==> src/rtl/prng_pkg.sv <==
// Shared definitions for the xorshift pseudo-random generator:
// FSM state encoding, default shift triple, default seed and shift directions.
package prng_pkg;

  // Generator sequencing: idle, then one shift-XOR stage per cycle
  typedef enum logic [1:0] {
    IDLE = 2'd0,
    S1   = 2'd1,
    S2   = 2'd2,
    S3   = 2'd3
  } fsm_e;

  // Default shift triple (x ^= x<<7; x ^= x>>9; x ^= x<<8)
  localparam int PRNG_SA = 7;
  localparam int PRNG_SB = 9;
  localparam int PRNG_SC = 8;

  // Reset state and replacement for a zero seed when the guard is built in
  localparam logic [15:0] PRNG_DEFAULT_SEED = 16'hACE1;

  // Shift direction selector for xs_stage
  localparam logic DIR_LEFT  = 1'b0;
  localparam logic DIR_RIGHT = 1'b1;

endpackage

==> src/rtl/xs_stage.sv <==
// One combinational xorshift stage: o_x = i_x ^ (i_x shifted by AMT),
// logical shift, truncated to WIDTH bits. DIR selects left or right.
module xs_stage
  import prng_pkg::*;
#(
  parameter int   WIDTH = 16,
  parameter int   AMT   = 1,
  parameter logic DIR   = DIR_LEFT
) (
  input  logic [WIDTH-1:0] i_x,
  output logic [WIDTH-1:0] o_x
);

  generate
    if (DIR == DIR_RIGHT) begin : g_right
      assign o_x = i_x ^ (i_x >> AMT);
    end else begin : g_left
      assign o_x = i_x ^ (i_x << AMT);
    end
  endgenerate

endmodule

==> src/rtl/xorshift_prng.sv <==
// Parametrised xorshift PRNG. One shift-XOR stage is applied per cycle
// (S1, S2, S3); the word is published on S3 over a valid/ready handshake.
// seed_load overrides everything and restarts the generator from `seed`.
// Build option: PRNG_ZERO_GUARD_EN -- when defined, a zero seed is replaced
// by DEFAULT_SEED so the generator can never lock up at zero.
module xorshift_prng
  import prng_pkg::*;
#(
  parameter int               WIDTH        = 16,
  parameter int               SA           = PRNG_SA,
  parameter int               SB           = PRNG_SB,
  parameter int               SC           = PRNG_SC,
  parameter logic [WIDTH-1:0] DEFAULT_SEED = WIDTH'(PRNG_DEFAULT_SEED)
) (
  input  logic             clk,
  input  logic             rst_n,
  input  logic             seed_load,
  input  logic [WIDTH-1:0] seed,
  input  logic             req_valid,
  output logic             req_ready,
  output logic             out_valid,
  output logic [WIDTH-1:0] out_data,
  input  logic             out_ready,
  output logic [WIDTH-1:0] gen_count
);

  fsm_e             r_fsm;
  logic [WIDTH-1:0] r_x;
  logic             r_out_valid;
  logic [WIDTH-1:0] r_out_data;
  logic [WIDTH-1:0] r_gen_count;

  logic [WIDTH-1:0] w_s1;
  logic [WIDTH-1:0] w_s2;
  logic [WIDTH-1:0] w_s3;
  logic [WIDTH-1:0] w_x_next;
  logic [WIDTH-1:0] w_seed_eff;
  logic             w_req_fire;

  // All three stages see the current state; the FSM picks which one applies
  xs_stage #(.WIDTH(WIDTH), .AMT(SA), .DIR(DIR_LEFT))  u_stage_a (.i_x(r_x), .o_x(w_s1));
  xs_stage #(.WIDTH(WIDTH), .AMT(SB), .DIR(DIR_RIGHT)) u_stage_b (.i_x(r_x), .o_x(w_s2));
  xs_stage #(.WIDTH(WIDTH), .AMT(SC), .DIR(DIR_LEFT))  u_stage_c (.i_x(r_x), .o_x(w_s3));

`ifdef PRNG_ZERO_GUARD_EN
  assign w_seed_eff = (seed == {WIDTH{1'b0}}) ? DEFAULT_SEED : seed;
`else
  assign w_seed_eff = seed;
`endif

  // A request is taken only when idle, the output slot is free (or being
  // freed this cycle) and no reseed is happening
  assign req_ready  = (r_fsm == IDLE) && (!r_out_valid || out_ready) && !seed_load;
  assign w_req_fire = req_ready && req_valid;

  assign out_valid = r_out_valid;
  assign out_data  = r_out_data;
  assign gen_count = r_gen_count;

  // Select the stage result for the current FSM step; hold the state when idle
  always_comb begin
    w_x_next = r_x;
    case (r_fsm)
      S1:      w_x_next = w_s1;
      S2:      w_x_next = w_s2;
      S3:      w_x_next = w_s3;
      default: w_x_next = r_x;
    endcase
  end

  // FSM sequencing; a reseed aborts any computation in flight
  always_ff @(posedge clk or negedge rst_n) begin
    if (!rst_n) begin
      r_fsm <= IDLE;
    end else if (seed_load) begin
      r_fsm <= IDLE;
    end else begin
      case (r_fsm)
        IDLE:    r_fsm <= w_req_fire ? S1 : IDLE;
        S1:      r_fsm <= S2;
        S2:      r_fsm <= S3;
        S3:      r_fsm <= IDLE;
        default: r_fsm <= IDLE;
      endcase
    end
  end

  // Generator state: reseed or advance by one stage
  always_ff @(posedge clk or negedge rst_n) begin
    if (!rst_n) begin
      r_x <= DEFAULT_SEED;
    end else if (seed_load) begin
      r_x <= w_seed_eff;
    end else begin
      r_x <= w_x_next;
    end
  end

  // Output register: publish on S3, otherwise hold until consumed
  always_ff @(posedge clk or negedge rst_n) begin
    if (!rst_n) begin
      r_out_valid <= 1'b0;
      r_out_data  <= {WIDTH{1'b0}};
    end else if (seed_load) begin
      r_out_valid <= 1'b0;
    end else if (r_fsm == S3) begin
      r_out_valid <= 1'b1;
      r_out_data  <= w_s3;
    end else if (r_out_valid && out_ready) begin
      r_out_valid <= 1'b0;
    end else begin
      r_out_valid <= r_out_valid;
    end
  end

  // Count of words produced since reset or the last reseed, wrapping
  always_ff @(posedge clk or negedge rst_n) begin
    if (!rst_n) begin
      r_gen_count <= {WIDTH{1'b0}};
    end else if (seed_load) begin
      r_gen_count <= {WIDTH{1'b0}};
    end else if (r_fsm == S3) begin
      r_gen_count <= r_gen_count + {{(WIDTH-1){1'b0}}, 1'b1};
    end else begin
      r_gen_count <= r_gen_count;
    end
  end

endmodule

==> config.mk <==
export PLATFORM = sky130hd
export DESIGN_NAME = xorshift_prng
export DESIGN_NICKNAME = d
export VERILOG_FILES = /design/src/rtl/prng_pkg.sv /design/src/rtl/xs_stage.sv /design/src/rtl/xorshift_prng.sv
export SDC_FILE = /design/constraint.sdc
export NUM_CORES = 1
export LEC_CHECK = 0
export ABC_CLOCK_PERIOD_IN_PS = 1700
export CAP_MARGIN = 20
export CORE_MARGIN = 2
export CORE_UTILIZATION = 51
export CTS_CLUSTER_SIZE = 16
export DETAILED_ROUTE_END_ITERATION = 12
export GPL_ROUTABILITY_DRIVEN = 0
export PLACE_DENSITY = 0.8
export RECOVER_POWER = 100
export SLEW_MARGIN = 30
export SYNTH_ARGS = -nofsm -noshare
export SYNTH_HDL_FRONTEND = slang
export SYNTH_SLANG_ARGS = --single-unit
export TNS_END_PERCENT = 100
==> constraint.sdc <==
create_clock -name clk -period 1.7 [get_ports clk]
set_input_delay 0.34 -clock clk [delete_from_list [all_inputs] [get_ports clk]]
set_output_delay 0.34 -clock clk [all_outputs]
set_load 0.02 [all_outputs]
==> results of run 1 <==
[per-layer routing]
layer	vias to the layer above	part of all wire	global-route usage
met5	-	0	0
met4	0	0.0066	0.0545
met3	4	0.045	0.0367
met2	51	0.50	0.367
met1	1006	0.45	0.277
li1	1056	-	-
[synth_stat cells]
master	number	area [um^2]
dfrtp_1	43	1080
nand2_1	43	161
nor2_1	27	101
o21ai_0	25	125
xnor2_1	18	158
xor2_1	13	114
mux2_2	10	113
clkbuf_1	9	33.8
nor3_1	9	45.0
dfstp_2	8	210
a21oi_1	7	35.0
inv_1	7	26.3
buf_2	6	30.0
a221oi_1	5	43.8
ha_1	5	62.6
nand3b_1	4	30.0
nand4_1	4	25.0
o211ai_1	4	30.0
nand2b_1	3	18.8
nor2b_1	3	18.8
or3_1	3	18.8
and3_1	2	12.5
buf_1	2	7.51
nor4_1	2	12.5
nor4_2	2	25.0
a211oi_1	1	7.51
a22oi_1	1	7.51
buf_4	1	7.51
mux2i_1	1	10.0
nand3_1	1	5.00
nand3_2	1	10.0
nand4_2	1	12.5
nand4_4	1	21.3
nor3b_1	1	7.51
nor4b_1	1	8.76
o21a_1	1	7.51
o21ai_1	1	5.00
o21ba_2	1	10.0
[report_power, final]
| group | internal (mW) | total [mW] | leakage (nW) | switching (mW) |
|---|---|---|---|---|
| logic | 0.617 | 1.16 | 0.854 | 0.541 |
| clock network | 0.372 | 0.755 | 0.0515 | 0.383 |
| registers | 1.50 | 1.71 | 0.653 | 0.214 |
[final cells by class]
class                   instances  area share
repair buffers                 72       0.199
inverters                       7     0.00757
clock buffers                   8      0.0288
flip-flops and latches         51       0.370
well taps                      70      0.0252
multi-input cells             201       0.369
[flip-flops by register name (all words and copies together) (netlist names)]
name and cells:
out_valid 1, out_data 16, r_x 16, gen_count 16
r_fsm 2
[worst max-delay path by stage]
stage                                    from       endpoint  slack [ns]  cells past startpoint
floorplan                           seed_load      req_ready        0.09                      4
global placement                    out_ready      req_ready       -0.29                      4
detailed placement                  out_ready      req_ready       -0.29                      4
CTS                 gen_count[13]$_DFFE_PN0P_  gen_count[13]     0.00002                      1
global route               r_fsm[0]$_DFF_PN0_      req_ready       -0.03                      4
finish                     r_fsm[0]$_DFF_PN0_      req_ready        0.06                      4
[timing repair]
item,CTS,global route
resized for setup,17,12
setup buffers,0,0
pin swaps,0,1
setup endpoints to repair,15,19
[stage by stage]
stage / power [mW] / area, um^2 / util / std cells
2_1_floorplan: 2.35 / 2660 / - / 277
3_3_place_gp: 2.85 / 3380 / 0.667 / 401
3_5_place_dp: 2.90 / 3380 / 0.667 / 401
4_1_cts: 3.67 / 3470 / 0.684 / 409
5_1_grt: 3.83 / 3470 / 0.684 / 409
6_report: 3.62 / 3470 / 0.684 / 409
[cell families (layout without fill, tap and decap cells)]
group | Yosys count | after routing | synth area share
AO/OA/AOI/OAI | 46 | 46 | 0.102
XOR/XNOR | 31 | 31 | 0.102
adder cells (fa/ha/maj) | 5 | 5 | 0.0236
buffers and inverters | 25 | 87 | 0.0396
flip-flops | 51 | 51 | 0.485
multiplexers | 11 | 11 | 0.0462
AND/OR/NAND/NOR | 108 | 108 | 0.201
==> impl_metrics.csv, run 1 <==
group,metric,value,unit
power,p_per_area,1040,nW/um^2
grt,grt_max_degree,55,
setup_path,crit_required,1.36,ns
clock_tree,clk_pin_slew_worst_paths,0.09,ns
clock_tree,clk-insertion-delay-late,0.29,ns
timing,slew_viol_final,0,
setup_path,path_class,"reg -> out",
floorplan,die_x,76.1,um
finish,area_delta_synth_final,30.8,%
finish,drive_gt1_frac,0.174,
setup_path,critPathCaptureType,"primary output",
setup_path,crit_slowest_cell,"dfrtp_1",
detailed_routing,drt-vias-per-instance,5.18,
timing,fmax,608,MHz
timing,min_period,1.64,ns
timing,hold_violations,0,
detailed_routing,dr_total_vias,2117,
setup_path,path_buf_inv,2,
synthesis,synthesis.area,2650,um^2
finish,nFillCells,404,
clock_tree,clkSinkCount,51,
setup_path,r2r-end,"r_x[12]$_DFFE_PN0P_",
finish,antenna_cells,0,
floorplan,die_h,76.1,um
setup_path,crit_family,"flip-flops",
floorplan,dieArea,5800,um^2
finish,ff_latch_area,1290,um^2
detailed_routing,first_pass_iters,4,
floorplan,start_util,0.523,
timing,setup_violations,0,
clock_tree,htree_levels,2,
clock_tree,holdBufCountCts,0,
power,p_leak,1.56,nW
finish,multi_input_area,1280,um^2
setup_path,max_stage_delay,0.42,ns
setup_path,crit_chain,"inv_2, ha_1, nor3b_2, buf_4",
setup_path,cp_max_fo,3,
timing,maxSlewHeadroom,0.292,
detailed_routing,drt_iter0_markers,185,
finish,final_nets,364,
clock_tree,clockRootBuffer,"clkbuf_8",
finish,layout_common_cells,"43 x nand2_1, 43 x dfrtp_1, 37 x clkdlybuf4s50_1",
setup_path,r2r-start,"r_fsm[0]$_DFF_PN0_",
grt,overflow,0,
timing,fin_skew,0.00408,ns
detailed_routing,wire_per_inst,14.1,um
grt,track_usage,0.212,
synthesis,synth_nets,303,
timing,hold_ws,0.209,ns
synthesis,ys_warn_count,0,
floorplan,rows,26,
detailed_routing,routed_wl,5.77,mm
setup_path,worstPathArrival,1.30,ns
synthesis,ys_types,38,
synthesis,ys_ff_latch,51,
detailed_routing,drc_errors,0,
clock_tree,cts_tree,"done",
placement,portBuffers,54,
min_path,hold_class,"in -> async",
run_status,status,"completed",
power,ir_worst_vdd,441,uV
floorplan,core,5070,um^2
setup_path,start_kind,"flop",
placement,hpwl,4.06,mm
run,max_cap_viol_count,0,
timing,fin_setup_tns,0,ns
synthesis,synthCells,277,
setup_path,rrSetupSlack,0.07,ns
timing,grt_setup_unrepaired,"true",
synthesis,avgSynthCellArea,9.58,um^2
timing,period_share,0.967,
synthesis,seq_area_frac_synth,0.485,
grt,grt_pass1_vias,2076,
timing,setup_slack,0.0558,ns
clock_tree,clk_path_buf_depth,2,
grt,antenna_found_initial,0,
grt,grt_pass1_wl,9.96,mm
clock_tree,numCtsBuffers,5,
floorplan,io_pins,55,
timing,worstMarginPinSlew,1.06,ns
detailed_routing,ant_nets,0,
placement,pre_cts_ws,-0.292,ns
setup_path,reg2regPathDepth,8,
Note: power is estimated with default switching activity, not from simulation.
==> inputs of run 2 (changes only) <==
- CORE_UTILIZATION: 51 -> 53
- GPL_TIMING_DRIVEN: unset -> 0
- PLACE_DENSITY: 0.8 -> 0.81
- SYNTH_HIERARCHICAL: unset -> 1
==> run 2 against run 1 <==
  * Clock-buffer cell count shrank 1
  * Area after synthesis grew 12%
  * Critical endpoint is now gen_count[15]$_DFFE_PN0P_
  * Largest power group unchanged
  * The flow now finishes with violations (negative setup slack)
  * Sequential power shrank 4%
  * Global-route usage grew 2.7 points
  * Utilization grew 5.1 points
==> impl_metrics.csv, run 2 <==
group,metric,value,unit
run_status,status,"complete, but fails checks",
run_status,violations,"negative setup slack",
setup_path,start_kind,"flop",
floorplan,core,5470,um^2
placement,hpwl,4.94,mm
timing,grt_setup_unrepaired,"true",
clock_tree,htree_levels,2,
power,p_per_area,897,nW/um^2
finish,area_delta_synth_final,34.8,%
synthesis,ys_types,31,
synthesis,synthesis.area,2980,um^2
detailed_routing,routed_wl,7.54,mm
clock_tree,clockRootBuffer,"clkbuf_8",
detailed_routing,drt-vias-per-instance,5.55,
synthesis,yosys.area.top_type,"dfrtp_1",
power,ir_worst_vdd,526,uV
synthesis,ys_ff_latch,51,
floorplan,start_util,0.545,
timing,fmax,575,MHz
min_path,hold_class,"reg -> reg",
grt,antenna_found_initial,0,
finish,nFillCells,398,
timing,worstMarginPinSlew,0.637,ns
detailed_routing,ant_nets,0,
grt,grt_pass1_vias,2471,
grt,grt_pass1_wl,11.7,mm
clock_tree,clkSinkCount,51,
placement,placed_area,3620,um^2
synthesis,synth_nets,318,
grt,overflow,0,
clock_tree,numCtsBuffers,5,
clock_tree,clk_pin_slew_worst_paths,0.09,ns
clock_tree,clk-insertion-delay-late,0.30,ns
setup_path,cp_max_fo,7,
synthesis,yosysMostFrequentCell,"dfrtp_1",
finish,multi_input_area,1520,um^2
floorplan,dieArea,6250,um^2
detailed_routing,drt_iter0_markers,139,
clock_tree,clk_path_buf_depth,2,
timing,fin_setup_tns,-0.0657,ns
synthesis,synth-async-reset-ratio,1.00,
timing,setup_violations,3,
timing,period_share,1.02,
setup_path,path_class,"reg -> reg",
grt,grt_max_degree,31,
run,max_cap_viol_count,0,
synthesis,synthFlopType,"dfrtp_1",
synthesis,ys_warn_count,6,
timing,setup_slack,-0.0387,ns
synthesis,synth-edff-count,0,
floorplan,rows,27,
finish,layout_common_cells,"43 x dfrtp_1, 40 x buf_4, 39 x clkdlybuf4s50_1",
finish,drive_gt1_frac,0.288,
floorplan,die_h,79.0,um
finish,antenna_cells,0,
clock_tree,cts_tree,"done",
synthesis,avgSynthCellArea,10.2,um^2
timing,slew_viol_final,0,
synthesis,seq_area_frac_synth,0.431,
timing,fin_skew,0.00614,ns
setup_path,critPathCaptureType,"flop",
setup_path,crit_required,1.89,ns
placement,portBuffers,53,
floorplan,die_x,79.0,um
synthesis,synth_commonest_cells,"43 x dfrtp_1, 28 x xor2_1, 26 x buf_4",
detailed_routing,wire_per_inst,17.0,um
finish,ff_latch_area,1290,um^2
detailed_routing,first_pass_iters,4,
detailed_routing,drc_errors,0,
min_path,hold_start,"out_data[8]$_DFFE_PN0P_",
detailed_routing,dr_total_vias,2460,
setup_path,startpoint,"r_fsm[0]$_DFF_PN0_",
power,p_leak,1.90,nW
finish,final_area,4020,um^2
grt,track_usage,0.239,
timing,min_period,1.74,ns
finish,final_common_cell,"dfrtp_1",
floorplan,io_pins,55,
synthesis,synthCells,292,
setup_path,worstPathArrival,1.93,ns
setup_path,r2r-start,"r_fsm[0]$_DFF_PN0_",
timing,maxSlewHeadroom,0.575,
timing,hold_violations,0,
synthesis,synth_top_area_frac,0.361,
finish,fin_util,0.735,
finish,final_nets,396,
synthesis,ys_top_cells_by_area,"dfrtp_1 36%, xor2_1 8.2%, dfstp_2 7.0%",
==> run 2: layout make-up <==
cell class                 instances  area share
tap                               72      0.0224
sequential                        51       0.320
clock inverter                     1     0.00124
multi-input combinational        195       0.378
inverter                           4     0.00373
timing repair buffer              71       0.171
clock buffer                       7      0.0215
buffer                            42      0.0818
==> run 2: power breakdown <==
part / switching, mW / internal [mW]
Sequential: 0.233 / 1.42
Combinational: 0.549 / 0.689
Clock: 0.388 / 0.329
Total: 1.17 / 2.44
==> run 2: repair_timing <==
action	in CTS	in global routing
setup endpoints to repair	38	30
resized for setup	38	30
cloned	0	2
pin swaps	0	5
buffers inserted	4	10
hold buffers	1	0
endpoints found under the hold margin	18	0
==> run 2: worst max-delay path, cell delays in order (launching register included) <==
cell,delay (ns)
dfrtp_1,0.39
ha_2,0.20
buf_6,0.12
and4_1,0.18
buf_6,0.11
nand4_4,0.14
nor3_4,0.17
mux2_4,0.31
==> run 2: kinds of logic after synthesis <==
kind of cell               count (synthesis)  synth area share
DFF                                       51             0.431
AOI/OAI and AO/OA                         56             0.141
and+or+nand+nor                           82             0.146
xor gates and xnor gates                  34            0.0998
muxes                                     18            0.0675
buffers and inverters                     46            0.0935
adders and majority gates                  5            0.0210
==> run 2: path summary, 6_finish.rpt <==
kind,depth (start not counted),to,slack (ns)
worst max-delay path,7,gen_count[15]$_DFFE_PN0P_,-0.04
worst min-delay path,1,out_data[8]$_DFFE_PN0P_,0.51
worst max register to register,7,gen_count[15]$_DFFE_PN0P_,-0.04
worst min register to register,1,out_data[8]$_DFFE_PN0P_,0.51
max in group asynchronous,3,r_x[6]$_DFFE_PN1P_,0.24
min in group asynchronous,2,r_x[9]$_DFFE_PN0P_,0.55
==> run 2: through the flow <==
stage / hold WS [ns] / total power, mW / setup slack [ns] / instances
floorplan: 0.0444 / 2.37 / 0.0382 / 292
global placement: 0.487 / 2.72 / -1.24 / 417
detailed placement: 0.254 / 2.77 / -0.356 / 418
CTS: 0.474 / 3.52 / -0.0414 / 431
global route: 0.535 / 3.79 / -0.131 / 443
finish: 0.510 / 3.61 / -0.0387 / 443
==> run 2: layer usage <==
metal	GRT usage	wire length, um
met1	0.306	3320
met5	0	0
met3	0.0341	305
met4	0.0655	201
met2	0.421	3710
==> edit 1, RTL diff (flow settings as in run 2) <==
Reset style: synchronous (`rst_n`), changed in 4 clocked blocks.
--- a/src/rtl/xorshift_prng.sv
+++ b/src/rtl/xorshift_prng.sv
@@ -70,5 +70,5 @@
 
   // FSM sequencing; a reseed aborts any computation in flight
-  always_ff @(posedge clk or negedge rst_n) begin
+  always_ff @(posedge clk) begin
     if (!rst_n) begin
       r_fsm <= IDLE;
@@ -87,5 +87,5 @@
 
   // Generator state: reseed or advance by one stage
-  always_ff @(posedge clk or negedge rst_n) begin
+  always_ff @(posedge clk) begin
     if (!rst_n) begin
       r_x <= DEFAULT_SEED;
@@ -98,5 +98,5 @@
 
   // Output register: publish on S3, otherwise hold until consumed
-  always_ff @(posedge clk or negedge rst_n) begin
+  always_ff @(posedge clk) begin
     if (!rst_n) begin
       r_out_valid <= 1'b0;
@@ -115,5 +115,5 @@
 
   // Count of words produced since reset or the last reseed, wrapping
-  always_ff @(posedge clk or negedge rst_n) begin
+  always_ff @(posedge clk) begin
     if (!rst_n) begin
       r_gen_count <= {WIDTH{1'b0}};
Function: differs if rst_n is asserted again (counterexample within 4 cycles, from zero or initial values and one cycle with rst_n low); with rst_n held inactive, the same outputs for 10 cycles.
==> edit 1 against run 2 <==
- setup slack improved by 0.10 ns
- die area is 2.3% higher
- final area fell by 5.9%
- area after synthesis rose by 2.4%
- sequential cell count unchanged
- via count increased by 13%
- cell count increased by 17%
- global-route usage rose by 0.56 points
- fmax up 6.4%
- wire length is 0.78% higher
Power is not compared: it rests on default switching activity, and its combinational part moved more than twofold at a synthesized area within 25%.
==> edit 1: results (changes against run 2) <==
post-layout net count 471 (+19%); Worst-Margin Slew 0.523 ns (-0.115 ns); outcome completed; crit-path max cell delay 0.33 ns (-0.06 ns); reg2reg start r_fsm[0]$_SDFF_PP0_; DR WL met2 3.62 mm (-2.3%); vias in the first global route 2,697 (+9.1%); via count 2,778 (+13%); Hold Path End out_data[14]$_SDFFE_PN0P_; Post-DP HPWL 5.31 mm (+7.4%); routed len/inst 14.7 microns (-14%); post-CTS setup buffers 1 (-3); largest net degree at the start of global routing 16 (-48%); Total Routing Usage GR 0.244 (+0.00564); hold depth 2 (+1); share of cells above drive strength 1 0.171 (-0.118); flop2flop setup slack 0.07 ns (+0.10 ns); dpl ws -0.698 ns (-0.342 ns); Crit-path slowest cell dfxtp_1; hold slack 0.456 ns (-0.0538 ns); hold bufs inserted after CTS 0 (-1); Synth top cells by count dfxtp_1 (51), nand2_1 (51), a21oi_1 (35), xor2_1 (29), buf_4 (27); synth unique cells 40 (+29%); crit-path max FO 10 (+3); asr flop ratio synth 0 (-1.00); Syn Nets 410 (+29%); CP arrival 1.85 ns (-0.08 ns); initial DRC count 204 (+47%); post-synthesis sequential area ratio 0.334 (-0.0969); crit path capture r_x[14]$_SDFFE_PN0P_; first-pass GRT wire length 12.4 mm (+5.8%); WL met1 3.49 mm (+4.8%); synthesized area per cell 7.98 sq um (-22%); xor/xnor share of the synthesized area 0.103 (+0.00340); clock skew 0.00698 ns (+0.000834 ns)
## edit 1: changes by cell type after synthesis, sizes merged, moves of 11 or more
cell | before | now
dfrtp | 43 | 0
a22o | 16 | 0
inv | 4 | 25
a21oi | 5 | 35
nand3 | 3 | 17
nor3b | 1 | 12
a21boi | 0 | 16
dfxtp | 0 | 51
nor2b | 20 | 3
a211oi | 16 | 0
o21ai | 3 | 16
mux2 | 17 | 0
nand2 | 23 | 52
o31ai | 16 | 0
## edit 1: final cells by class
class / instances / area [sq um] / share of cell area
inverters: 25 / 93.8 / 0.0248
repair buffers: 55 / 495 / 0.131
clock buffers: 6 / 72.6 / 0.0192
well taps: 72 / 90.1 / 0.0238
flip-flops and latches: 51 / 1020 / 0.270
multi-input cells: 258 / 1660 / 0.438
clock inverters: 2 / 12.5 / 0.00331
plain buffers: 48 / 339 / 0.0896
## edit 1: per-layer routing
layer	vias to the layer above	global-route usage
li1	1391	-
met1	1297	0.319
met2	84	0.403
met3	6	0.0532
met4	0	0.0729
met5	-	0
==> edit 2, RTL diff (config.mk and constraints of run 2) <==
Without the edit above. Add a define of `PRNG_ZERO_GUARD_EN`.
--- a/src/rtl/xorshift_prng.sv
+++ b/src/rtl/xorshift_prng.sv
@@ -4,4 +4,6 @@
 // Build option: PRNG_ZERO_GUARD_EN -- when defined, a zero seed is replaced
 // by DEFAULT_SEED so the generator can never lock up at zero.
+`define PRNG_ZERO_GUARD_EN
+
 module xorshift_prng
   import prng_pkg::*;
Behaviour: not the same (a bounded check fails within 10 cycles, from zero or initial values and one cycle with rst_n low).
==> edit 2 against run 2 <==
- wire length shrank 3.8%
- non-clock buffer count fell by 12
- global-route usage increased by 0.95 points
- setup slack improved by 0.063 ns
- sequential cell count unchanged
- sequential share of layout area increased by 2.3 points
- area after synthesis decreased by 0.75%
- die area shrank 0.72%
- total power is 4.2% lower
- final area down 6.7%
- count of clock-buffer cells in the layout down 1
- utilization fell by 4.5 points
- highest routed layer unchanged
==> edit 2: results (changes against run 2) <==
post-layout net count 382 (-3.5%); dpl ws -0.650 ns (-0.294 ns); Post-DP HPWL 4.90 mm (-0.98%); total CTS buffers 5 (unchanged); H-Tree Depth 2 (unchanged); final hold vios 0 (unchanged); Port Buffers 54 (+1.9%); first-pass GRT wire length 12.0 mm (+2.0%); clock slew seen by the registers of the worst setup and hold paths 0.09 ns (about the same); crit-path max FO 10 (+3); synth unique cells 35 (+13%); clock skew 0.00670 ns (+0.000554 ns); R2R depth 5 (-2); peak supply drop 0.483 mV (-8.3%); Syn Nets 311 (-2.2%); asr flop ratio synth 1.00 (unchanged); via count 2,443 (-0.69%); vias in the first global route 2,456 (-0.61%); Synth top cells by count dfrtp_1 (43), xor2_1 (28), buf_4 (25), nand2_1 (22), nor2_1 (21); Worst Hold Class register to register; cell leakage power 1.69 nW (-11%); DRT Wirelength 7.26 mm (-3.8%); largest net degree at the start of global routing 28 (-9.7%); Synth Area in Adders 0.0211 (+0.000159); total power 0.00346 W (-4.2%); CP arrival 1.87 ns (-0.06 ns); DR pass1 iterations 4 (unchanged); Worst Hold Launch out_data[7]$_DFFE_PN0P_; crit path capture out_data[12]$_DFFE_PN0P_; post-synthesis sequential area ratio 0.434 (+0.00328); outcome completed; initial DRC count 231 (+66%); initial antenna violation count 0 (unchanged); hold slack 0.510 ns (+0.000181 ns); mux contribution to synthesized area 0.0680 (+0.000513); YS warnings 6 (unchanged); Critical Path Start seed_load; dpl cell area 0.00361 sq mm (-0.35%); clock buffer depth 2 (unchanged); Total Routing Usage GR 0.248 (+0.00950); top post-synthesis cells by area dfrtp_1 (36%), xor2_1 (8.3%), dfstp_2 (7.1%); max_slew headroom 0.602 (+0.0265); setup ws final 0.0238 ns (+0.0625 ns); Hold Path End out_data[7]$_DFFE_PN0P_; share of cells above drive strength 1 0.278 (-0.0103); Primary FF master, synth dfrtp_1; xor/xnor share of the synthesized area 0.109 (+0.00963); area fraction in compound gates after synthesis 0.147 (+0.00614); Filler cells 459 (+15%); diodes inserted 0 (unchanged)
## edit 2: cell families (layout without fill, tap and decap cells)
logic type      count (synthesis)  after routing
fa+ha+maj                       5              5
compound gates                 60             60
mux                            18             18
buf+inv                        42            113
simple gates                   72             72
flops                          51             51
xor+xnor                       37             37
## edit 2: stage by stage
step	instances	setup TNS, ns	utilization
CTS	426	0	0.693
global route	428	-1.07	0.690
global placement	411	-71.58	0.660
floorplan	285	0	-
detailed placement	412	-12.74	0.664
finish	428	0	0.690
## edit 2: layout make-up
type                            count  share of cell area
Timing Repair Buffer               64               0.152
Clock inverter                      1             0.00133
Sequential cell                    51               0.343
Clock buffer                        6              0.0220
Inverter                            5             0.00500
Tap cell                           72              0.0240
Buffer                             37              0.0733
Multi-Input combinational cell    192               0.379
## edit 2: where the power goes
part	switching [W]	total [W]	internal (W)
combinational	0.000490	0.00112	0.000630
sequential	0.000215	0.00162	0.00141
clock	0.000397	0.000718	0.000320
total	0.00110	0.00346	0.00236
## edit 2: worst max-delay path: stages
cell           delay (ns)
dlygate4sd2_1        0.32
clkinv_1             0.30
nand2_2              0.29
buf_4                0.25
mux2_2               0.35
## edit 2: repair_timing
action | in CTS | in global routing
gates resized for setup | 24 | 22
endpoints found under the hold margin | 19 | 0
pin swaps | 1 | 2
setup buffers | 6 | 2
endpoints found under the setup margin | 38 | 36
hold buffers | 1 | 0
## edit 2: layer usage
metal,GRT usage,part of all wire,up-vias
li1,-,-,1127
met1,0.309,0.42,1209
met2,0.429,0.50,90
met3,0.0557,0.056,17
met4,0.0789,0.018,0
met5,0,0,-
